### config.mk
export PLATFORM = sky130hd
export DESIGN_NAME = burst_line_adaptor
export DESIGN_NICKNAME = d
export VERILOG_FILES = /design/src/rtl/line_adaptor_pkg.sv /design/src/rtl/line_adaptor_watchdog.sv /design/src/rtl/burst_line_adaptor.sv
export SDC_FILE = /design/constraint.sdc
export NUM_CORES = 1
export LEC_CHECK = 0
export BUFFER_PORTS_ARGS = -buffer_cell sky130_fd_sc_hd__buf_2
export CORE_AREA = 2 2 279 281
export DETAILED_ROUTE_END_ITERATION = 6
export DIE_AREA = 0 0 281 283
export HOLD_SLACK_MARGIN = 0.02
export PLACE_DENSITY = 0.64
export SETUP_SLACK_MARGIN = 0.3
export SKIP_LAST_GASP = 1
export SYNTH_ARGS = -nofsm -noshare
export SYNTH_HDL_FRONTEND = slang
export SYNTH_SLANG_ARGS = --single-unit
### constraint.sdc
create_clock -name clk -period 2.5 [get_ports clk]
set_clock_uncertainty 0.05 [all_clocks]
set_input_delay 0.5 -clock clk [delete_from_list [all_inputs] [get_ports clk]]
set_output_delay 0.5 -clock clk [all_outputs]
set_load 0.01 [all_outputs]
### src/rtl/line_adaptor_pkg.sv
// Shared types and default widths for the cache-line to memory-burst adaptor.
package line_adaptor_pkg;

  localparam int DEF_LINE_W      = 256;
  localparam int DEF_BURST_W     = 64;
  localparam int DEF_ADDR_W      = 32;
  localparam int DEF_TIMEOUT_CYC = 1024;

  typedef enum logic [1:0] {
    IDLE = 2'd0,
    RD   = 2'd1,
    WR   = 2'd2,
    DONE = 2'd3
  } state_e;

endpackage

### src/rtl/line_adaptor_watchdog.sv
// Response watchdog: flags the cycle in which TIMEOUT_CYC consecutive beat-less
// transfer cycles have elapsed. Compiled only when LINE_ADAPTOR_TIMEOUT_EN is defined.
`ifdef LINE_ADAPTOR_TIMEOUT_EN
module line_adaptor_watchdog #(
  parameter int TIMEOUT_CYC = 1024
) (
  input  logic clk,
  input  logic reset_n,
  input  logic active_i,
  input  logic beat_i,
  output logic expired_o
);

  localparam int CW = $clog2(TIMEOUT_CYC + 1);

  logic [CW-1:0] idle_q, idle_d;

  // Outside RD/WR the count is held at zero, which also clears it on accept.
  always_comb begin
    idle_d = '0;
    if (active_i && !beat_i) idle_d = idle_q + 1'b1;
  end

  always_ff @(posedge clk or negedge reset_n) begin
    if (!reset_n) idle_q <= '0;
    else          idle_q <= idle_d;
  end

  assign expired_o = active_i && !beat_i && (idle_q == CW'(TIMEOUT_CYC - 1));

endmodule
`endif

### src/rtl/burst_line_adaptor.sv
// Splits one LLC line read/write into BEATS memory beats with a one-cycle completion
// pulse. Optional response watchdog enabled by defining LINE_ADAPTOR_TIMEOUT_EN.
module burst_line_adaptor
  import line_adaptor_pkg::*;
#(
  parameter int LINE_W      = DEF_LINE_W,
  parameter int BURST_W     = DEF_BURST_W,
  parameter int ADDR_W      = DEF_ADDR_W,
  parameter int TIMEOUT_CYC = DEF_TIMEOUT_CYC
) (
  input  logic              clk,
  input  logic              reset_n,
  input  logic [LINE_W-1:0] line_i,
  output logic [LINE_W-1:0] line_o,
  input  logic [ADDR_W-1:0] address_i,
  input  logic              read_i,
  input  logic              write_i,
  output logic              resp_o,
  output logic              busy_o,
  output logic              err_o,
  input  logic [BURST_W-1:0] burst_i,
  output logic [BURST_W-1:0] burst_o,
  output logic [ADDR_W-1:0] address_o,
  output logic              read_o,
  output logic              write_o,
  input  logic              resp_i
);

  localparam int BEATS = (BURST_W > 0) ? LINE_W / BURST_W : 0;
  localparam int CNT_W = (BEATS > 1) ? $clog2(BEATS) : 1;
  localparam int OFF_W = $clog2(LINE_W / 8);
  localparam logic [CNT_W-1:0] LAST = CNT_W'(BEATS - 1);

  if (BURST_W <= 0 || (LINE_W % BURST_W) != 0 || BEATS < 2 || (BEATS & (BEATS - 1)) != 0) begin : g_bad_geometry
    $error("burst_line_adaptor: LINE_W/BURST_W must be a power of two >= 2");
  end
  if (TIMEOUT_CYC < 1) begin : g_bad_timeout
    $error("burst_line_adaptor: TIMEOUT_CYC must be >= 1");
  end

  state_e             state_q, state_d;
  logic [CNT_W-1:0]   cnt_q, cnt_d, cnt_nxt;
  logic [ADDR_W-1:0]  addr_q, addr_d;
  logic [LINE_W-1:0]  line_q, line_d;
  logic [LINE_W-1:0]  wbuf_q, wbuf_d;
  logic [BURST_W-1:0] burst_q, burst_d;
  logic               read_q, read_d;
  logic               write_q, write_d;
  logic               resp_q, resp_d;
  logic               busy_q, busy_d;
  logic               timeout;

`ifdef LINE_ADAPTOR_TIMEOUT_EN
  logic err_q, err_d;

  line_adaptor_watchdog #(
    .TIMEOUT_CYC (TIMEOUT_CYC)
  ) u_watchdog (
    .clk       (clk),
    .reset_n   (reset_n),
    .active_i  ((state_q == RD) || (state_q == WR)),
    .beat_i    (resp_i),
    .expired_o (timeout)
  );

  always_comb begin
    err_d = 1'b0;
    if (((state_q == RD) || (state_q == WR)) && timeout) err_d = 1'b1;
  end

  always_ff @(posedge clk or negedge reset_n) begin
    if (!reset_n) err_q <= 1'b0;
    else          err_q <= err_d;
  end

  assign err_o = err_q;
`else
  assign timeout = 1'b0;
  assign err_o   = 1'b0;
`endif

  assign cnt_nxt = cnt_q + 1'b1;

  always_comb begin
    state_d = state_q;
    cnt_d   = cnt_q;
    addr_d  = addr_q;
    line_d  = line_q;
    wbuf_d  = wbuf_q;
    burst_d = burst_q;
    read_d  = read_q;
    write_d = write_q;
    resp_d  = 1'b0;
    case (state_q)
      IDLE: begin
        // Read wins a tie; a held write is picked up on the next IDLE cycle.
        if (read_i) begin
          state_d = RD;
          read_d  = 1'b1;
          cnt_d   = '0;
          addr_d  = {address_i[ADDR_W-1:OFF_W], {OFF_W{1'b0}}};
        end else if (write_i) begin
          state_d = WR;
          write_d = 1'b1;
          cnt_d   = '0;
          addr_d  = {address_i[ADDR_W-1:OFF_W], {OFF_W{1'b0}}};
          wbuf_d  = line_i;
          burst_d = line_i[BURST_W-1:0];
        end
      end
      RD: begin
        if (timeout) begin
          read_d  = 1'b0;
          resp_d  = 1'b1;
          state_d = DONE;
        end else if (resp_i) begin
          line_d[cnt_q*BURST_W +: BURST_W] = burst_i;
          cnt_d = cnt_nxt;
          if (cnt_q == LAST) begin
            read_d  = 1'b0;
            resp_d  = 1'b1;
            state_d = DONE;
          end
        end
      end
      WR: begin
        if (timeout) begin
          write_d = 1'b0;
          resp_d  = 1'b1;
          state_d = DONE;
        end else if (resp_i) begin
          cnt_d = cnt_nxt;
          if (cnt_q == LAST) begin
            write_d = 1'b0;
            resp_d  = 1'b1;
            state_d = DONE;
          end else begin
            burst_d = wbuf_q[cnt_nxt*BURST_W +: BURST_W];
          end
        end
      end
      default: state_d = IDLE;
    endcase
    busy_d = (state_d != IDLE);
  end

  always_ff @(posedge clk or negedge reset_n) begin
    if (!reset_n) begin
      state_q <= IDLE;
      cnt_q   <= '0;
      addr_q  <= '0;
      line_q  <= '0;
      wbuf_q  <= '0;
      burst_q <= '0;
      read_q  <= 1'b0;
      write_q <= 1'b0;
      resp_q  <= 1'b0;
      busy_q  <= 1'b0;
    end else begin
      state_q <= state_d;
      cnt_q   <= cnt_d;
      addr_q  <= addr_d;
      line_q  <= line_d;
      wbuf_q  <= wbuf_d;
      burst_q <= burst_d;
      read_q  <= read_d;
      write_q <= write_d;
      resp_q  <= resp_d;
      busy_q  <= busy_d;
    end
  end

  assign line_o    = line_q;
  assign burst_o   = burst_q;
  assign address_o = addr_q;
  assign read_o    = read_q;
  assign write_o   = write_q;
  assign resp_o    = resp_q;
  assign busy_o    = busy_q;

endmodule

==> impl_metrics.py, run 1 <==
metrics = {
    "synth": {
        "ys.flop_type": "dfrtp_1",
        "yosysSeqAreaShare": 0.613,
        "yosysTopAreaCell": "dfrtp_1",
        "synth_area_per_cell_um2": 15.0,
        "synth_warnings": 0,
        "ys_async_sr_fraction": 1.00,
        "yosysMostFrequentCell": "dfrtp_1",
        "yosys-top-cells-count": "611 x dfrtp_1, 341 x mux2_2, 256 x a22o_1, 128 x mux2i_1, 67 x nand2b_1",
        "ys_types": 34,
        "synth_seq_cells": 611,
        "synth-edff-count": 0,
        "ys_top_cells_by_area": "dfrtp_1 61%, mux2_2 15%, a22o_1 9.0%, mux2i_1 5.1%, o221ai_1 2.2%",
        "synthCells": 1666,
        "synth_top_area_share": 0.613,
        "synth_area_um2": 24900,
    },
    "sta": {
        "hold_viol": 0,
        "slew_headroom": 0.379,
        "tightestPinTransition_ns": 0.932,
        "post-route-min-period_ns": 2.18,
        "drv_slew": 0,
        "setup_viol": 0,
        "period_share": 0.873,
        "rsz0062_at_grt": "true",
        "tns_ns": 0,
        "timing.fmax_mhz": 458,
    },
    "critical_path": {
        "slowest_stage": "dfrtp_4",
        "cp-startpoint": "cnt_q[0]",
        "critical_path.max_stage_delay_ns": 0.50,
        "cp_data_arrival_time_ns": 2.59,
        "critPathMaxFanout": 23,
        "end_kind": "register",
        "crit_required_ns": 2.91,
        "worstPathCellList": "inv_1, ha_4, buf_4, nand2_4, buf_12, o221ai_1, mux2_2",
        "reg2reg_from": "cnt_q[0]",
        "path_class": "reg2reg",
        "startpoint_type": "register",
    },
    "floorplan": {
        "core_area_um2": 76700,
        "initial_utilization": 0.325,
        "die-width_um": 281,
        "die_h_um": 283,
        "io_pins": 714,
        "die-area_um2": 79500,
        "rows": 102,
    },
    "route": {
        "wl_per_cell_um": 23.3,
        "routed_via_density": 5.10,
        "vias": 17808,
        "wl_mm": 81.1,
        "drt_iter0_drc": 962,
        "drc": 0,
        "detail-route-antenna-nets": 0,
        "drt_pass1_iterations": 5,
    },
    "power_and_ir_drop": {
        "p_switching_uw": 12100,
        "p_leak_uw": 0.0157,
        "combPwrFrac": 0.328,
        "clkPwrFrac": 0.266,
        "vdd_ir_drop_max_mv": 0.658,
        "p_per_area_nw_per_um2": 1180,
        "seqPwrFrac": 0.406,
        "p_sw_frac": 0.318,
        "internal-power_uw": 26100,
    },
    "min_path": {
        "worstHoldStart": "line_i[123]",
        "hp-class": "in2reg",
    },
    "layout": {
        "syn_to_final_growth_pct": 30.3,
        "register_area_um2": 15300,
        "multi_input_area_um2": 8970,
        "final.fill_count": 7026,
        "design_area_um2": 32500,
        "drive_above_1_share": 0.511,
        "layout.nets": 2756,
    },
    "clock_network": {
        "clk_latency_ns": 0.58,
        "cts_buffer_depth": 3,
        "cts.sinks": 611,
        "ctsRootBufferMaster": "clkbuf_16",
        "cts_htree_levels": 3,
        "numCtsBuffers": 68,
        "clkTransAtPathRegs_ns": 0.06,
        "cts_tree": "done",
    },
    "placement": {
        "io_buffers": 702,
        "routabilityCongestion": 0.843,
        "dpl.hpwl_mm": 55.5,
        "place_area_um2": 29900,
    },
    "global_routing": {
        "grt_pass1_wl_mm": 120,
        "grt_pass1_vias": 18712,
        "grt_usage": 0.198,
        "antenna_found_initial": 36,
        "grt_max_degree": 93,
        "gr-total-overflow": 0,
    },
    "run": {
        "cap_violations": 0,
    },
    "outcome": {
        "status": "finished clean",
    },
}
-- cells by family after synthesis --
group           Yosys count  synth area share
compound gates          335             0.117
fa+ha+maj                10           0.00502
buf+inv                 137            0.0331
flops                   611             0.613
mux                     475             0.208
other cells               1          0.000150
simple gates             97            0.0241
-- worst max-delay path, delay by kind of cell, from the launching register on --
kind	cells	cell delay (ns)
fa+ha+maj	1	0.25
flops	1	0.50
simple gates	1	0.08
buf+inv	3	0.52
mux	1	0.35
compound gates	1	0.28
-- power groups by stage --
stage	clock network, µW	registers, µW	logic [µW]
2_1_floorplan	0	15900	7270
3_3_place_gp	0	15500	12100
3_5_place_dp	0	15700	12400
4_1_cts	10400	15500	12600
5_1_grt	10900	16000	13500
6_report	10100	15500	12500
-- layer usage --
layer | routed length [µm] | vias to the layer above | global-route usage | part of all wire
li1 | - | 7706 | - | -
met1 | 32500 | 9171 | 0.241 | 0.40
met2 | 38700 | 719 | 0.326 | 0.48
met3 | 7080 | 172 | 0.0654 | 0.087
met4 | 2680 | 40 | 0.0726 | 0.033
met5 | 252 | - | 0 | 0.0031
-- registers in the layout, indices dropped and copies added (netlist names) --
name / cells
address_o: 27
resp_o: 1
line_o: 256
state_q: 2
read_o: 1
cnt_q: 2
wbuf_q: 256
burst_o: 64
write_o: 1
busy_o: 1
-- per-stage QoR --
step / util / hold WS, ns / cells / worst slack, ns / total power (µW)
2_1_floorplan: - / 0.154 / 1671 / 0.302 / 23100
3_3_place_gp: 0.390 / 0.407 / 3343 / 0.240 / 27500
3_5_place_dp: 0.390 / 0.416 / 3343 / 0.208 / 28100
4_1_cts: 0.422 / 0.0292 / 3476 / 0.310 / 38600
5_1_grt: 0.424 / 0.0441 / 3484 / 0.299 / 40300
6_report: 0.424 / 0.0767 / 3490 / 0.318 / 38200
-- cells in the final DEF (no fill, tap or decap), drive strengths merged --
| master | count |
|---|---|
| a21oi | 3 |
| a22o | 256 |
| a22oi | 1 |
| a31oi | 1 |
| a41oi | 1 |
| and3b | 1 |
| buf | 775 |
| bufinv | 4 |
| clkbuf | 101 |
| clkinv | 11 |
| clkinvlp | 3 |
| conb | 6 |
| dfrtp | 611 |
| diode | 12 |
| dlygate4sd3 | 2 |
| ha | 10 |
| inv | 8 |
| mux2 | 347 |
| mux2i | 128 |
| nand2 | 7 |
| nand2b | 67 |
| nand3 | 7 |
| nand3b | 1 |
| nand4b | 2 |
| nor2 | 3 |
| nor2b | 3 |
| nor3 | 1 |
| nor3b | 3 |
| nor4 | 1 |
| o211ai | 1 |
| o21ai | 6 |
| o221ai | 64 |
| o22ai | 2 |
| or2 | 1 |
-- worst paths after layout --
check	slack, ns	cells past startpoint	to
max	0.32	7	burst_o[32]
min	0.08	2	wbuf_q[123]
max reg2reg	0.32	7	burst_o[32]
min reg2reg	0.43	1	burst_o[4]
max in group asynchronous	1.04	3	wbuf_q[71]
min in group asynchronous	0.38	2	wbuf_q[56]
-- final cells by class --
class / count / share of cell area
Timing Repair Buffer: 779 / 0.142
Sequential cell: 611 / 0.471
Tap cell: 1040 / 0.0400
Clock inverter: 20 / 0.00778
Clock buffer: 99 / 0.0618
Multi-Input combinational cell: 923 / 0.276
Inverter: 6 / 0.000693
Antenna cell: 12 / 0.000924
-- timing repair --
| item | CTS | global route |
|---|---|---|
| setup endpoints to repair | 211 | 118 |
| setup buffers | 10 | 0 |
| pin swaps | 5 | 2 |
| hold buffers | 2 | 0 |
| hold endpoints to repair | 24 | 0 |
| resized for setup | 6 | 10 |
| gates cloned | 2 | 2 |
Power figures use the tool's default switching activity.
==> run 2: changes to the inputs <==
CORE_AREA = 2 2 276 278   (was 2 2 279 281)
DIE_AREA = 0 0 278 280   (was 0 0 281 283)
PLACE_DENSITY = 0.63   (was 0.64)
clock period = 2.65 ns   (was 2.5 ns; I/O delays follow)
==> impl_metrics.py, run 2 (synthesis gave the netlist of run 1 again) <==
metrics = {
    "outcome": {
        "status": "finished clean",
    },
    "power_and_ir_drop": {
        "p_sw_frac": 0.321,
        "p_leak_uw": 0.0155,
        "p_per_area_nw_per_um2": 1120,
        "clkPwrFrac": 0.270,
        "p_switching_uw": 11500,
        "seqPwrFrac": 0.408,
        "internal-power_uw": 24300,
        "vdd_ir_drop_max_mv": 0.680,
        "combPwrFrac": 0.322,
    },
    "layout": {
        "post-route-util": 0.427,
        "register_area_um2": 15300,
        "drive_above_1_share": 0.506,
        "syn_to_final_growth_pct": 28.8,
        "final_common_cell": "buf_2",
        "final_cell_mix": "701 x buf_2, 610 x dfrtp_1, 341 x mux2_2, 256 x a22o_1, 128 x mux2i_1",
        "layout.nets": 2737,
        "final.fill_count": 6916,
        "finalNonFillerCells": 3412,
        "multi_input_area_um2": 8930,
    },
    "sta": {
        "drv_slew": 0,
        "tightestPinTransition_ns": 0.947,
        "slew_headroom": 0.369,
        "rsz0062_at_grt": "false",
        "post-route-min-period_ns": 2.26,
        "timing.fmax_mhz": 443,
        "tns_ns": 0,
        "hold_viol": 0,
        "setup_ws_ns": 0.391,
        "period_share": 0.852,
        "setup_viol": 0,
    },
    "critical_path": {
        "cp_data_arrival_time_ns": 2.69,
        "reg2reg_from": "state_q[0]",
        "end_kind": "register",
        "cp-startpoint": "state_q[0]",
        "critPathMaxFanout": 29,
        "startpoint_type": "register",
        "path_class": "reg2reg",
        "reg2reg_depth": 6,
        "crit_required_ns": 3.08,
    },
    "route": {
        "routed_via_density": 5.17,
        "drt_iter0_drc": 919,
        "drt_pass1_iterations": 5,
        "wl_mm": 80.1,
        "drc": 0,
        "wl_per_cell_um": 23.5,
        "detail-route-antenna-nets": 0,
        "vias": 17626,
    },
    "floorplan": {
        "die-width_um": 278,
        "die_h_um": 280,
        "initial_utilization": 0.332,
        "core_area_um2": 75200,
        "die-area_um2": 77800,
        "rows": 101,
        "io_pins": 714,
    },
    "clock_network": {
        "ctsRootBufferMaster": "clkbuf_16",
        "numCtsBuffers": 70,
        "clkTransAtPathRegs_ns": 0.06,
        "clk_latency_ns": 0.61,
        "cts.sinks": 611,
        "cts_htree_levels": 3,
        "cts_tree": "done",
        "cts_buffer_depth": 3,
    },
    "placement": {
        "dpl.hpwl_mm": 55.3,
        "dp_slack_ns": 0.324,
        "io_buffers": 702,
        "dp_cells": 3274,
        "routabilityCongestion": 0.836,
    },
    "global_routing": {
        "gr-total-overflow": 0,
        "grt_pass1_wl_mm": 118,
        "grt_pass1_vias": 18839,
        "grt_usage": 0.200,
        "grt_max_degree": 87,
        "antenna_found_initial": 39,
    },
    "min_path": {
        "worstHoldStart": "line_i[250]",
        "hp-class": "in2reg",
        "min_path_cells": 2,
    },
    "run": {
        "cap_violations": 0,
    },
}
[run 2: changes by cell type in the layout (fill, tap and decap cells not counted), moves of 2 or more]
cell        delta
o221ai_2       -2
inv_6          +3
o221ai_1       +2
buf_16         -5
clkinv_2       +2
buf_4          -9
buf_12         -3
buf_6          -4
clkbuf_8       -3
clkinvlp_4     -2
clkinv_16      +2
diode_2        +2
[run 2: what timing repair did]
action,CTS,global route
setup endpoints to repair,0,356
hold buffers,1,0
buffers inserted,0,0
gates resized for setup,0,6
endpoints found under the hold margin,19,0
[run 2: power groups by stage]
stage | Clock, µW | Sequential (µW) | Combinational, µW
global placement | 0 | 14600 | 11300
finish | 9690 | 14600 | 11500
CTS | 9990 | 14600 | 11600
global route | 10400 | 15100 | 12400
detailed placement | 0 | 14800 | 11600
floorplan | 0 | 15000 | 6830
[run 2: worst paths after layout]
check / end / slack (ns)
worst max-delay path: burst_o[24] / 0.39
worst min-delay path: wbuf_q[250] / 0.09
worst max register to register: burst_o[24] / 0.39
worst min register to register: burst_o[7] / 0.43
max in group asynchronous: line_o[73] / 1.14
min in group asynchronous: wbuf_q[115] / 0.42
[run 2: through the flow]
step	hold WS [ns]	total power (µW)	area [µm²]
2_1_floorplan	0.184	21800	25000
3_3_place_gp	0.418	25800	29700
3_5_place_dp	0.421	26400	29700
4_1_cts	0.0368	36300	32100
5_1_grt	0.0616	37900	32100
6_report	0.0904	35800	32100
[run 2: layer usage]
| metal | global-route usage | wire length [µm] | vias up |
|---|---|---|---|
| met5 | 0 | 284 | - |
| met4 | 0.0798 | 2870 | 46 |
| met3 | 0.0704 | 7270 | 193 |
| met2 | 0.337 | 38900 | 763 |
| met1 | 0.233 | 30700 | 8946 |
| li1 | - | - | 7678 |
[run 2: worst max-delay path: stages, from the launching register on]
cell and delay, ns:
dfrtp_1 0.42, inv_1 0.11, ha_2 0.31, nand3b_1 0.16
a22oi_4 0.33, buf_8 0.36, mux2_2 0.38
[run 2: final cells by class]
type	count	area share
antenna	14	0.00109
clock buffer	98	0.0621
clock inverter	24	0.00981
inverter	6	0.000701
multi-input combinational	923	0.278
sequential	611	0.476
tap	978	0.0381
timing repair buffer	758	0.134
==> run 3: changes to the inputs <==
BUFFER_PORTS_ARGS = -buffer_cell sky130_fd_sc_hd__clkbuf_2   (was -buffer_cell sky130_fd_sc_hd__buf_2)
PLACE_DENSITY = 0.61   (was 0.63)
==> impl_metrics.py, run 3 (synthesis gave the netlist of run 1 again) <==
metrics = {
    "clock_network": {
        "cts_buffer_depth": 3,
        "clkTransAtPathRegs_ns": 0.06,
        "cts_htree_levels": 3,
        "clk_latency_ns": 0.59,
        "numCtsBuffers": 70,
        "post_cts_buffers": 0,
        "cts_tree": "done",
        "ctsRootBufferMaster": "clkbuf_16",
        "cts.sinks": 611,
    },
    "sta": {
        "period_share": 0.862,
        "drv_slew": 0,
        "post-route-min-period_ns": 2.28,
        "slew_headroom": 0.339,
        "hold_viol": 0,
        "setup_ws_ns": 0.367,
        "setup_viol": 0,
        "tns_ns": 0,
        "rsz0062_at_grt": "false",
        "timing.fmax_mhz": 438,
        "tightestPinTransition_ns": 0.991,
    },
    "power_and_ir_drop": {
        "p_leak_uw": 0.0155,
        "power_uw": 36000,
        "clkPwrFrac": 0.274,
        "vdd_ir_drop_max_mv": 0.659,
        "p_per_area_nw_per_um2": 1120,
        "internal-power_uw": 24700,
        "p_sw_frac": 0.315,
        "p_switching_uw": 11400,
        "seqPwrFrac": 0.407,
        "combPwrFrac": 0.318,
    },
    "route": {
        "drt_iter0_drc": 953,
        "detail-route-antenna-nets": 0,
        "vias": 17537,
        "routed_via_density": 5.14,
        "drt_pass1_iterations": 5,
        "wl_mm": 79.2,
        "drc": 0,
        "wl_per_cell_um": 23.2,
    },
    "placement": {
        "io_buffers": 702,
        "place_area_um2": 29900,
        "dp_slack_ns": 0.205,
        "dpl.hpwl_mm": 56.3,
        "routabilityCongestion": 0.850,
    },
    "layout": {
        "syn_to_final_growth_pct": 29.3,
        "final.fill_count": 6920,
        "final_common_cell": "clkbuf_2",
        "final_cell_mix": "701 x clkbuf_2, 610 x dfrtp_1, 341 x mux2_2, 256 x a22o_1, 128 x mux2i_1",
        "post-route-util": 0.429,
        "drive_above_1_share": 0.507,
        "design_area_um2": 32200,
        "layout.nets": 2746,
    },
    "critical_path": {
        "r2r_setup_slack_ns": 0.37,
        "cp_data_arrival_time_ns": 2.70,
        "worstPathCellList": "buf_4, mux2i_1, o221ai_1, mux2_2",
        "startpoint_type": "register",
        "end_kind": "register",
        "slowest_stage": "buf_4",
        "critPathBufInv": 1,
        "path_delay_family": "buffers and inverters",
        "critical_path.max_stage_delay_ns": 0.75,
        "critPathMaxFanout": 49,
        "crit_required_ns": 3.07,
        "path_class": "reg2reg",
    },
    "global_routing": {
        "antenna_found_initial": 24,
        "grt_usage": 0.199,
        "grt_pass1_vias": 18604,
        "gr-total-overflow": 0,
        "grt_pass1_wl_mm": 118,
        "grt_max_degree": 68,
    },
    "floorplan": {
        "initial_utilization": 0.332,
        "die-area_um2": 77800,
        "rows": 101,
        "io_pins": 714,
        "die_h_um": 280,
        "die-width_um": 278,
        "core_area_um2": 75200,
    },
    "min_path": {
        "hp-class": "in2reg",
    },
    "outcome": {
        "status": "finished clean",
    },
    "run": {
        "cap_violations": 0,
    },
}
run 3: cell types whose count changed in the layout (fill, tap and decap cells not counted), moves of 3 or more:
cell	previous run	this run
diode_2	14	6
clkbuf_2	0	701
buf_12	26	29
bufinv_16	3	7
buf_4	26	34
buf_2	701	0
run 3: timing repair:
action	4_1_cts	5_1_grt
endpoints found under the hold margin	31	0
resized for setup	1	1
endpoints found under the setup margin	164	54
cloned	0	0
pin swaps	1	0
hold buffers	1	0
run 3: per-stage QoR:
step,hold WS [ns],instances
2_1_floorplan,0.184,1671
3_3_place_gp,0.421,3284
3_5_place_dp,0.436,3284
4_1_cts,0.0621,3408
5_1_grt,0.0742,3410
6_report,0.112,3414
run 3: power by group through the flow:
stage | Sequential, µW | Combinational [µW] | Clock, µW
after floorplan | 15000 | 6830 | 0
after global placement | 14600 | 11300 | 0
after detailed placement | 14800 | 11600 | 0
after CTS | 14700 | 11700 | 10200
after global routing | 15100 | 12400 | 10600
final | 14700 | 11500 | 9890
run 3: cell type report:
type	count	area [µm²]	share of cell area
multi-input cells	923	8960	0.278
diodes	6	15.0	0.000466
flip-flops and latches	611	15300	0.474
repair buffers	767	4380	0.136
clock inverters	24	345	0.0107
inverters	6	22.5	0.000699
clock buffers	99	2000	0.0621
well taps	978	1220	0.0380
run 3: worst paths after layout:
path	from	to	cells past startpoint
setup / recovery	cnt_q[0]	burst_o[12]	4
hold / removal	line_i[182]	wbuf_q[182]	2
setup reg to reg	cnt_q[0]	burst_o[12]	4
hold reg to reg	wbuf_q[250]	wbuf_q[250]	1
max in group asynchronous	reset_n	wbuf_q[51]	3
min in group asynchronous	reset_n	wbuf_q[48]	2
run 3: layer usage:
layer / vias to the layer above / global-route usage / routed length [µm]
met5: - / 0 / 213
met3: 143 / 0.0746 / 7670
li1: 7669 / - / -
met1: 8949 / 0.237 / 30700
met2: 742 / 0.329 / 38400
met4: 34 / 0.0674 / 2200
